## config.mk

```make
export PLATFORM = sky130hd
export DESIGN_NAME = binop_fifo_accel
export DESIGN_NICKNAME = d
export VERILOG_FILES = /design/src/rtl/binop_fifo_pkg.sv /design/src/rtl/binop_fifo_accel_sync_fifo.sv /design/src/rtl/binop_fifo_accel.sv
export SDC_FILE = /design/constraint.sdc
export NUM_CORES = 1
export LEC_CHECK = 0
export CORE_UTILIZATION = 45
export CTS_CLUSTER_DIAMETER = 120
export CTS_CLUSTER_SIZE = 8
export DETAILED_ROUTE_END_ITERATION = 16
export GPL_TIMING_DRIVEN = 0
export SKIP_CTS_REPAIR_TIMING = 1
export SYNTH_ARGS = -nofsm -noshare
export SYNTH_HDL_FRONTEND = slang
export SYNTH_SLANG_ARGS = --single-unit
```

## constraint.sdc

```tcl
create_clock -name CLK -period 3.12 [get_ports CLK]
set_input_delay 0.624 -clock CLK [delete_from_list [all_inputs] [get_ports CLK]]
set_output_delay 0.624 -clock CLK [all_outputs]
set_load 0.02 [all_outputs]
```

## src/rtl/binop_fifo_pkg.sv

```systemverilog
// binop_fifo_pkg: register map addresses and operator modes shared by the binop FIFO accelerator
package binop_fifo_pkg;
  localparam logic [2:0] RD_A_NF   = 3'd0;
  localparam logic [2:0] RD_B_NF   = 3'd1;
  localparam logic [2:0] RD_Y_NE   = 3'd2;
  localparam logic [2:0] RD_Y_DATA = 3'd3;
  localparam logic [2:0] RD_A_CNT  = 3'd4;
  localparam logic [2:0] RD_B_CNT  = 3'd5;
  localparam logic [2:0] RD_Y_CNT  = 3'd6;
  localparam logic [2:0] RD_MODE   = 3'd7;
  localparam logic [2:0] WR_A      = 3'd4;
  localparam logic [2:0] WR_B      = 3'd5;
  localparam logic [2:0] WR_MODE   = 3'd6;
  localparam logic [2:0] WR_FLUSH  = 3'd7;
  typedef enum logic [1:0] {OP_XOR, OP_AND, OP_OR, OP_XNOR} op_e;
endpackage

```

## src/rtl/binop_fifo_accel_sync_fifo.sv

```systemverilog
// sync_fifo: first-word-fall-through FIFO (clk, rst, push/pop/flush, din -> dout, not_full, not_empty, count)
module sync_fifo #(
  parameter int WIDTH = 8,
  parameter int DEPTH = 4,
  localparam int AW = $clog2(DEPTH),
  localparam int CW = $clog2(DEPTH + 1)
) (
  input  logic             clk,
  input  logic             rst,
  input  logic             push,
  input  logic             pop,
  input  logic             flush,
  input  logic [WIDTH-1:0] din,
  output logic [WIDTH-1:0] dout,
  output logic             not_full,
  output logic             not_empty,
  output logic [CW-1:0]    count
);
  logic [WIDTH-1:0] mem [DEPTH];
  logic [AW-1:0] rd_ptr, wr_ptr;
  logic do_push, do_pop;
  assign not_full  = count < CW'(DEPTH);
  assign not_empty = count != '0;
  assign do_push   = push && not_full;
  assign do_pop    = pop && not_empty;
  assign dout      = mem[rd_ptr];
  always_ff @(posedge clk) begin
    if (rst || flush) begin
      rd_ptr <= '0;
      wr_ptr <= '0;
      count  <= '0;
    end else begin
      if (do_push) begin
        mem[wr_ptr] <= din;
        wr_ptr      <= wr_ptr + 1'b1;
      end
      if (do_pop) rd_ptr <= rd_ptr + 1'b1;
      count <= count + CW'(do_push) - CW'(do_pop);
    end
  end
endmodule

```

## src/rtl/binop_fifo_accel.sv

```systemverilog
// binop_fifo_accel: A/B operand FIFOs -> bitwise op -> Y FIFO over a 3-bit-address read/write register bus (CLK, RST, read_*, write_*)
module binop_fifo_accel
  import binop_fifo_pkg::*;
#(
  parameter int WIDTH = 8,
  parameter int DEPTH = 4
) (
  input  logic             CLK,
  input  logic             RST,
  input  logic [2:0]       read_address,
  input  logic             read_en,
  output logic [WIDTH-1:0] read_data,
  output logic             read_rdy,
  input  logic [2:0]       write_address,
  input  logic [WIDTH-1:0] write_data,
  input  logic             write_en,
  output logic             write_rdy
);
  localparam int CW = $clog2(DEPTH + 1);
  logic [WIDTH-1:0] a_head, b_head, y_head, y_in;
  logic a_nf, b_nf, y_nf, a_ne, b_ne, y_ne;
  logic [CW-1:0] a_cnt, b_cnt, y_cnt;
  logic wr_go, push_a, push_b, wr_mode, flush, pop_y, compute;
  op_e mode;
  assign write_rdy = write_address == WR_A ? a_nf : write_address == WR_B ? b_nf : write_address[2];
  assign read_rdy  = read_address == RD_Y_DATA ? y_ne : 1'b1;
  assign wr_go     = write_en && write_rdy;
  assign push_a    = wr_go && write_address == WR_A;
  assign push_b    = wr_go && write_address == WR_B;
  assign wr_mode   = wr_go && write_address == WR_MODE;
  assign flush     = wr_go && write_address == WR_FLUSH && write_data[0];
  assign pop_y     = read_en && read_rdy && read_address == RD_Y_DATA;
  // Y must have a free slot before the edge; a same-cycle Y pop does not make room.
  assign compute   = a_ne && b_ne && y_nf;
  always_comb begin
    y_in = mode == OP_XOR ? a_head ^ b_head :
           mode == OP_AND ? a_head & b_head :
           mode == OP_OR  ? a_head | b_head : ~(a_head ^ b_head);
  end
  always_comb begin
    read_data = '0;
    case (read_address)
      RD_A_NF:   read_data = WIDTH'(a_nf);
      RD_B_NF:   read_data = WIDTH'(b_nf);
      RD_Y_NE:   read_data = WIDTH'(y_ne);
      RD_Y_DATA: read_data = y_ne ? y_head : '0;
      RD_A_CNT:  read_data = WIDTH'(a_cnt);
      RD_B_CNT:  read_data = WIDTH'(b_cnt);
      RD_Y_CNT:  read_data = WIDTH'(y_cnt);
      RD_MODE:   read_data = WIDTH'(mode);
      default:   read_data = '0;
    endcase
  end
  always_ff @(posedge CLK) begin
    if (RST) mode <= OP_XOR;
    else if (wr_mode) mode <= op_e'(write_data[1:0]);
  end
  sync_fifo #(.WIDTH(WIDTH), .DEPTH(DEPTH)) u_a (
    .clk(CLK), .rst(RST), .push(push_a), .pop(compute), .flush(flush), .din(write_data),
    .dout(a_head), .not_full(a_nf), .not_empty(a_ne), .count(a_cnt)
  );
  sync_fifo #(.WIDTH(WIDTH), .DEPTH(DEPTH)) u_b (
    .clk(CLK), .rst(RST), .push(push_b), .pop(compute), .flush(flush), .din(write_data),
    .dout(b_head), .not_full(b_nf), .not_empty(b_ne), .count(b_cnt)
  );
  sync_fifo #(.WIDTH(WIDTH), .DEPTH(DEPTH)) u_y (
    .clk(CLK), .rst(RST), .push(compute), .pop(pop_y), .flush(flush), .din(y_in),
    .dout(y_head), .not_full(y_nf), .not_empty(y_ne), .count(y_cnt)
  );
endmodule
```

Yosys cells after proc, flatten, opt, wreduce, memory -nomap -nowiden
Memory sizes are Yosys's and may differ from the RTL's. A register that Yosys moved wholly into a read port is not among the register bits.
Cells that the tools add are included.
{"block": "op_classes", "n_bitwise": 4, "n_eq_ne": 13, "order_cmp": 3, "n_addsub": 12, "reduce_logical": 22, "muxes": 23}
{"cell": "8-bit case mux with 8 select lines", "count": 1}
{"cell": "8-bit 2-to-1 mux", "count": 4}
{"cell": "3-bit == test (second input constant)", "count": 8}
{"cell": "1-bit logical AND", "count": 16}
{"cell": "2-bit by 1-bit adder with 2-bit output (second input constant)", "count": 6}
{"cell": "1-bit 2-to-1 mux", "count": 12}
{"cell": "2-bit 2-to-1 mux", "count": 6}
{"cell": "3-bit by 1-bit adder with 3-bit output", "count": 3}
{"cell": "3-bit < comparator (second input constant)", "count": 3}
{"cell": "3-bit nonzero test", "count": 3}
{"cell": "3-bit by 1-bit subtractor with 3-bit output", "count": 3}
{"cell": "8-bit AND", "count": 1}
{"cell": "8-bit NOT", "count": 1}
{"cell": "8-bit bitwise OR", "count": 1}
{"cell": "8-bit XOR", "count": 1}
{"cell": "3-bit by 2-bit == test with 1-bit output (second input constant)", "count": 2}
{"cell": "3-bit by 1-bit == test with 1-bit output (second input constant)", "count": 1}
{"cell": "3-bit logical NOT", "count": 1}
{"cell": "2-bit by 1-bit == test with 1-bit output (second input constant)", "count": 1}
{"cell": "2-bit == test (second input constant)", "count": 1}
{"cell": "2-bit logical NOT", "count": 1}
{"cell": "1-bit logical OR", "count": 1}
{"block": "word_totals", "mem_count": 3, "ram_bits": 96, "register_bits": 23, "out_inout_bits": 10, "in_bits": 18, "elab_cells": 90}
{"memory": "u_a.mem", "words": 4, "word_bits": 8, "read_ports": 1, "rd_ports_with_merged_regs": 1, "write_ports": 1, "line": "binop_fifo_accel_sync_fifo.sv:19", "source": "logic [WIDTH-1:0] mem [DEPTH];"}
{"memory": "u_b.mem", "words": 4, "word_bits": 8, "read_ports": 1, "rd_ports_with_merged_regs": 1, "write_ports": 1, "line": "binop_fifo_accel_sync_fifo.sv:19"}
{"memory": "u_y.mem", "words": 4, "word_bits": 8, "read_ports": 1, "rd_ports_with_merged_regs": 1, "write_ports": 1, "line": "binop_fifo_accel_sync_fifo.sv:19"}

Logic depth before layout (Yosys ltp)
{"block": "logic_depth", "word_depth": 9, "depth_mapped": 12, "ltp_nobuf": 10}

Modules after synthesis
A second synthesis with hierarchy kept.
{"block": "unflattened", "cells_unflattened": 403, "hier_area_um2": 5755.5}
{"mod": "sync_fifo", "cells_per_inst": 91, "area_each_um2": 1630.3, "seq_area_each_um2": 1141.1, "n_inst": 3}
{"mod": "binop_fifo_accel", "cells_per_inst": 130, "area_each_um2": 864.6, "seq_area_each_um2": 40.0, "n_inst": 1}

Worst setup path before layout
Ideal clock, no wire load.
{"block": "synth_timing", "kind": "in2reg", "startpoint": "input read_address[2]", "endpoint": "register u_y.count[2]", "slack_ns": 0.538, "stages": 12, "setup_ns": 0.118, "arrival_time_ns": 2.464, "path_buffers": 2, "required_time_ns": 3.002, "cell_sequence": "buf_2 > and3b_2 > buf_6 > and3_4 > ha_1 > inv_1 > ha_1 > inv_1 > fa_1 > xor2_1 > xnor2_1 > nor2_1"}
{"block": "synth_between", "elab_chain_len": 6}
{"item": "start: declaration", "line": "binop_fifo_accel.sv:10", "source": "input logic [2:0] read_address,"}
{"item": "3-bit by 2-bit == test with 1-bit output (*)", "line": "binop_fifo_accel.sv:26, binop_fifo_accel.sv:32"}
{"item": "1-bit 2-to-1 mux", "line": "binop_fifo_accel.sv:26", "source": "assign read_rdy = read_address == RD_Y_DATA ? y_ne : 1'b1;"}
{"item": "1-bit logical AND", "line": "binop_fifo_accel.sv:32", "source": "assign pop_y = read_en && read_rdy && read_address == RD_Y_DATA;"}
{"item": "1-bit logical AND (*)", "line": "binop_fifo_accel.sv:32"}
{"item": "1-bit logical AND (*)", "line": "binop_fifo_accel_sync_fifo.sv:25", "source": "assign do_pop = pop && not_empty;"}
{"item": "net u_y.do_pop", "line": "binop_fifo_accel_sync_fifo.sv:21", "source": "logic do_push, do_pop;"}
{"item": "3-bit by 1-bit subtractor with 3-bit output (*)", "line": "binop_fifo_accel_sync_fifo.sv:38", "source": "count <= count + CW'(do_push) - CW'(do_pop);"}
{"item": "end signal: assignment", "line": "binop_fifo_accel_sync_fifo.sv:38"}
{"item": "end: declaration", "line": "binop_fifo_accel_sync_fifo.sv:17", "source": "output logic [CW-1:0] count"}
Mark *: on every way through the listed nets, which the timed path passes. The rest lies on a longest branch.
A chain may end at the register's enable or synchronous reset.

==> results.json <==
{
  "status": "completed",
  "min_period_ps": 2930,
  "syn_avg_cell_area_sq_um": 15.1,
  "tightest_slew_ps": 828,
  "cap_violations": 0,
  "antenna_found_initial": 0,
  "cts_buffer_depth": 2,
  "overflow": 0,
  "grt_pass1_vias": 3117,
  "start_util_pct": 46.9,
  "r2r_slack_ps": 490,
  "crit_required_ps": 2500,
  "route.detailed.drc": 0,
  "detail_route.vias_per_cell": 5.02,
  "synth_ff_type": "edfxtp_1",
  "wl_met3_um": 286,
  "wl_met2_mm": 4.67,
  "drive_above_1_share_pct": 19.4,
  "htreeDepth": 4,
  "die_x_um": 115,
  "worstPathMaxFanout": 9,
  "hp-start": "u_b.wr_ptr[1]$_SDFFE_PP0P_",
  "worstSetupEndpoint": "read_data[1]",
  "areaGrowthSynthToFinish_pct": 17.3,
  "vias": 3016,
  "path_class": "reg2out",
  "ys_seq_area_share_pct": 60.8,
  "powerDensity_nw_per_um2": 573,
  "r2r-end": "u_b.count[2]$_SDFF_PP0_",
  "synth_cell_types": 43,
  "diodes": 0,
  "fin_skew_ps": 6.53,
  "finalSetupViolations": 0,
  "min_period_over_period_pct": 93.9,
  "drt_first_pass_iters": 4,
  "antenna_left": 0,
  "place_congestion": 0.745,
  "port_buffers": 24,
  "routed_wl_mm": 9.64,
  "power_leakage_nw": 2.46,
  "cp.arrival_ps": 2310,
  "clk_latency_ps": 410,
  "synthCells": 378,
  "worst_hold_path_type": "reg2reg",
  "die-area_sq_um": 13100,
  "nFillCells": 1003,
  "max_freq_mhz": 341,
  "netlist_area_sq_um": 5700,
  "holdWs_ps": 516,
  "finish.net_count": 475,
  "grt_start_max_net_pins": 17,
  "grt_pass1_wl_mm": 16.1,
  "syn_nets": 433,
  "clkTransAtPathRegs_ps": 60,
  "placementRows": 40,
  "ir_worst_vdd_v": 0.000396,
  "synth_seq_cells": 125,
  "slew_headroom_pct": 44.4,
  "yosysWarnings": 0,
  "cts-buffers-inserted": 17,
  "synth-edff-count": 96,
  "initialDrtViolationCount": 172,
  "cts_tree": "built",
  "pin_count": 28,
  "cp-end-kind": "primary output",
  "avgRoutedWirePerCell_um": 16.0,
  "rr_worst_depth": 10,
  "top_layer": "met4",
  "coreArea_sq_um": 12200,
  "fin_tns_setup_ps": 0,
  "routedLengthMet1_mm": 4.59,
  "start_kind": "flop",
  "clock-sinks": 125,
  "hold_viol": 0,
  "rsz0062_at_grt": "false",
  "track_usage_pct": 16.8,
  "finalMaxSlewViolations": 0,
  "timing.rr.start": "u_b.count[1]$_SDFF_PP0_",
  "dp_hpwl_mm": 6.82,
  "root_buffer": "clkbuf_16",
  "async_flop_share_pct": 0,
  "die_y_um": 115
}
==> kinds of logic (layout without fill, tap and decap cells) <==
family                     Yosys count  after routing  synth area share [%]
xor gates and xnor gates            15             15                  2.31
and+or+nand+nor                     81             81                  8.39
adders and majority gates           37             37                  8.52
DFF                                125            125                  60.8
muxes                               41             41                  12.6
buffers and inverters               52            107                  4.17
AOI/OAI and AO/OA                   27             27                  3.18
==> placed cells by master (no fill, tap or decap), types with 4 or more instances in the layout <==
master           instances
mux2_2                   8
a21oi_1                 10
and3_1                   9
xor2_1                   5
buf_2                    9
nand2_1                  5
nor2_1                  23
and2_1                  13
mux4_2                  24
buf_6                    4
dfxtp_1                 29
edfxtp_1                96
ha_1                    34
xnor2_1                 10
clkdlybuf4s50_1         24
nor2b_1                  9
inv_6                    7
inv_1                   33
a211oi_1                 8
clkbuf_16               17
mux2i_1                  9
==> registers in the layout (all words and copies together) (netlist names), named ones only <==
register / count
u_b.wr_ptr: 2
u_y.mem: 32
u_a.wr_ptr: 2
u_y.wr_ptr: 2
u_a.rd_ptr: 2
u_y.rd_ptr: 2
u_b.count: 3
u_a.count: 3
mode: 2
u_y.count: 3
u_a.mem: 32
u_b.rd_ptr: 2
u_b.mem: 32
==> final cells by class <==
class | instances | area (sq um) | area share, %
Clock buffer | 17 | 425 | 6.36
Tap cell | 168 | 210 | 3.14
Clock inverter | 15 | 113 | 1.68
Sequential cell | 125 | 3460 | 51.8
Buffer | 18 | 113 | 1.68
Inverter | 33 | 124 | 1.85
Timing Repair Buffer | 24 | 240 | 3.59
Multi-Input combinational cell | 201 | 2000 | 29.9
==> how the worst min path moves through the flow <==
stage	endpoint	cells past startpoint	slack, ps
after floorplan	u_b.wr_ptr[1]$_SDFFE_PP0P_	2	470
after global placement	u_b.wr_ptr[1]$_SDFFE_PP0P_	2	490
after detailed placement	u_b.wr_ptr[1]$_SDFFE_PP0P_	2	500
after CTS	u_b.wr_ptr[1]$_SDFFE_PP0P_	2	510
after global routing	u_b.rd_ptr[1]$_SDFFE_PP0P_	2	540
final	u_b.wr_ptr[1]$_SDFFE_PP0P_	2	520
==> synthesized netlist by cell type (3+ instances only) <==
library cell | count | area [sq um]
edfxtp_1 | 96 | 2880
nor4b_1 | 3 | 26.3
a21oi_1 | 10 | 50.1
nand2_1 | 5 | 18.8
dfxtp_1 | 29 | 581
inv_1 | 33 | 124
ha_1 | 34 | 425
mux2i_1 | 9 | 90.1
mux4_2 | 24 | 541
mux2_2 | 8 | 90.1
nor2b_1 | 9 | 56.3
xor2_1 | 5 | 43.8
buf_6 | 4 | 45.0
fa_1 | 3 | 60.1
xnor2_1 | 10 | 87.6
and3_1 | 9 | 56.3
nor2_1 | 23 | 86.3
buf_2 | 10 | 50.1
nor3_1 | 3 | 15.0
and2_1 | 13 | 81.3
a211oi_1 | 8 | 60.1
buf_1 | 3 | 11.3
==> power breakdown <==
part	total (W)	internal, W	switching [W]	leakage [nW]
combinational	0.000230	0.000103	0.000127	1.10
clock	0.00177	0.00102	0.000746	0.265
sequential	0.00183	0.00181	0.0000169	1.10
total	0.00383	0.00294	0.000890	2.46
==> through the flow <==
stage | total power, W | std cells | instance area (sq um) | worst slack (ps) | utilization (%)
finish | 0.00383 | 601 | 6690 | 189 | 55.0
global route | 0.00397 | 601 | 6690 | 69.1 | 55.0
CTS | 0.00388 | 602 | 6690 | 62.4 | 55.0
detailed placement | 0.00210 | 570 | 6150 | 190 | 50.6
global placement | 0.00209 | 570 | 6150 | 201 | 50.6
floorplan | 0.00202 | 378 | 5700 | 538 | -
==> worst max-delay path, cell delays in order, from the launching register on <==
cell	delay [ps]
dfxtp_1	310
clkbuf_4	240
mux4_2	530
a32o_1	280
clkdlybuf4s50_1	530
==> routing by layer <==
metal / global-route usage [%] / vias up
li1: - / 1474
met1: 21.3 / 1483
met2: 27.1 / 50
met3: 4.34 / 9
met4: 7.79 / 0
met5: 0 / -
(Power assumes the default switching activity.)
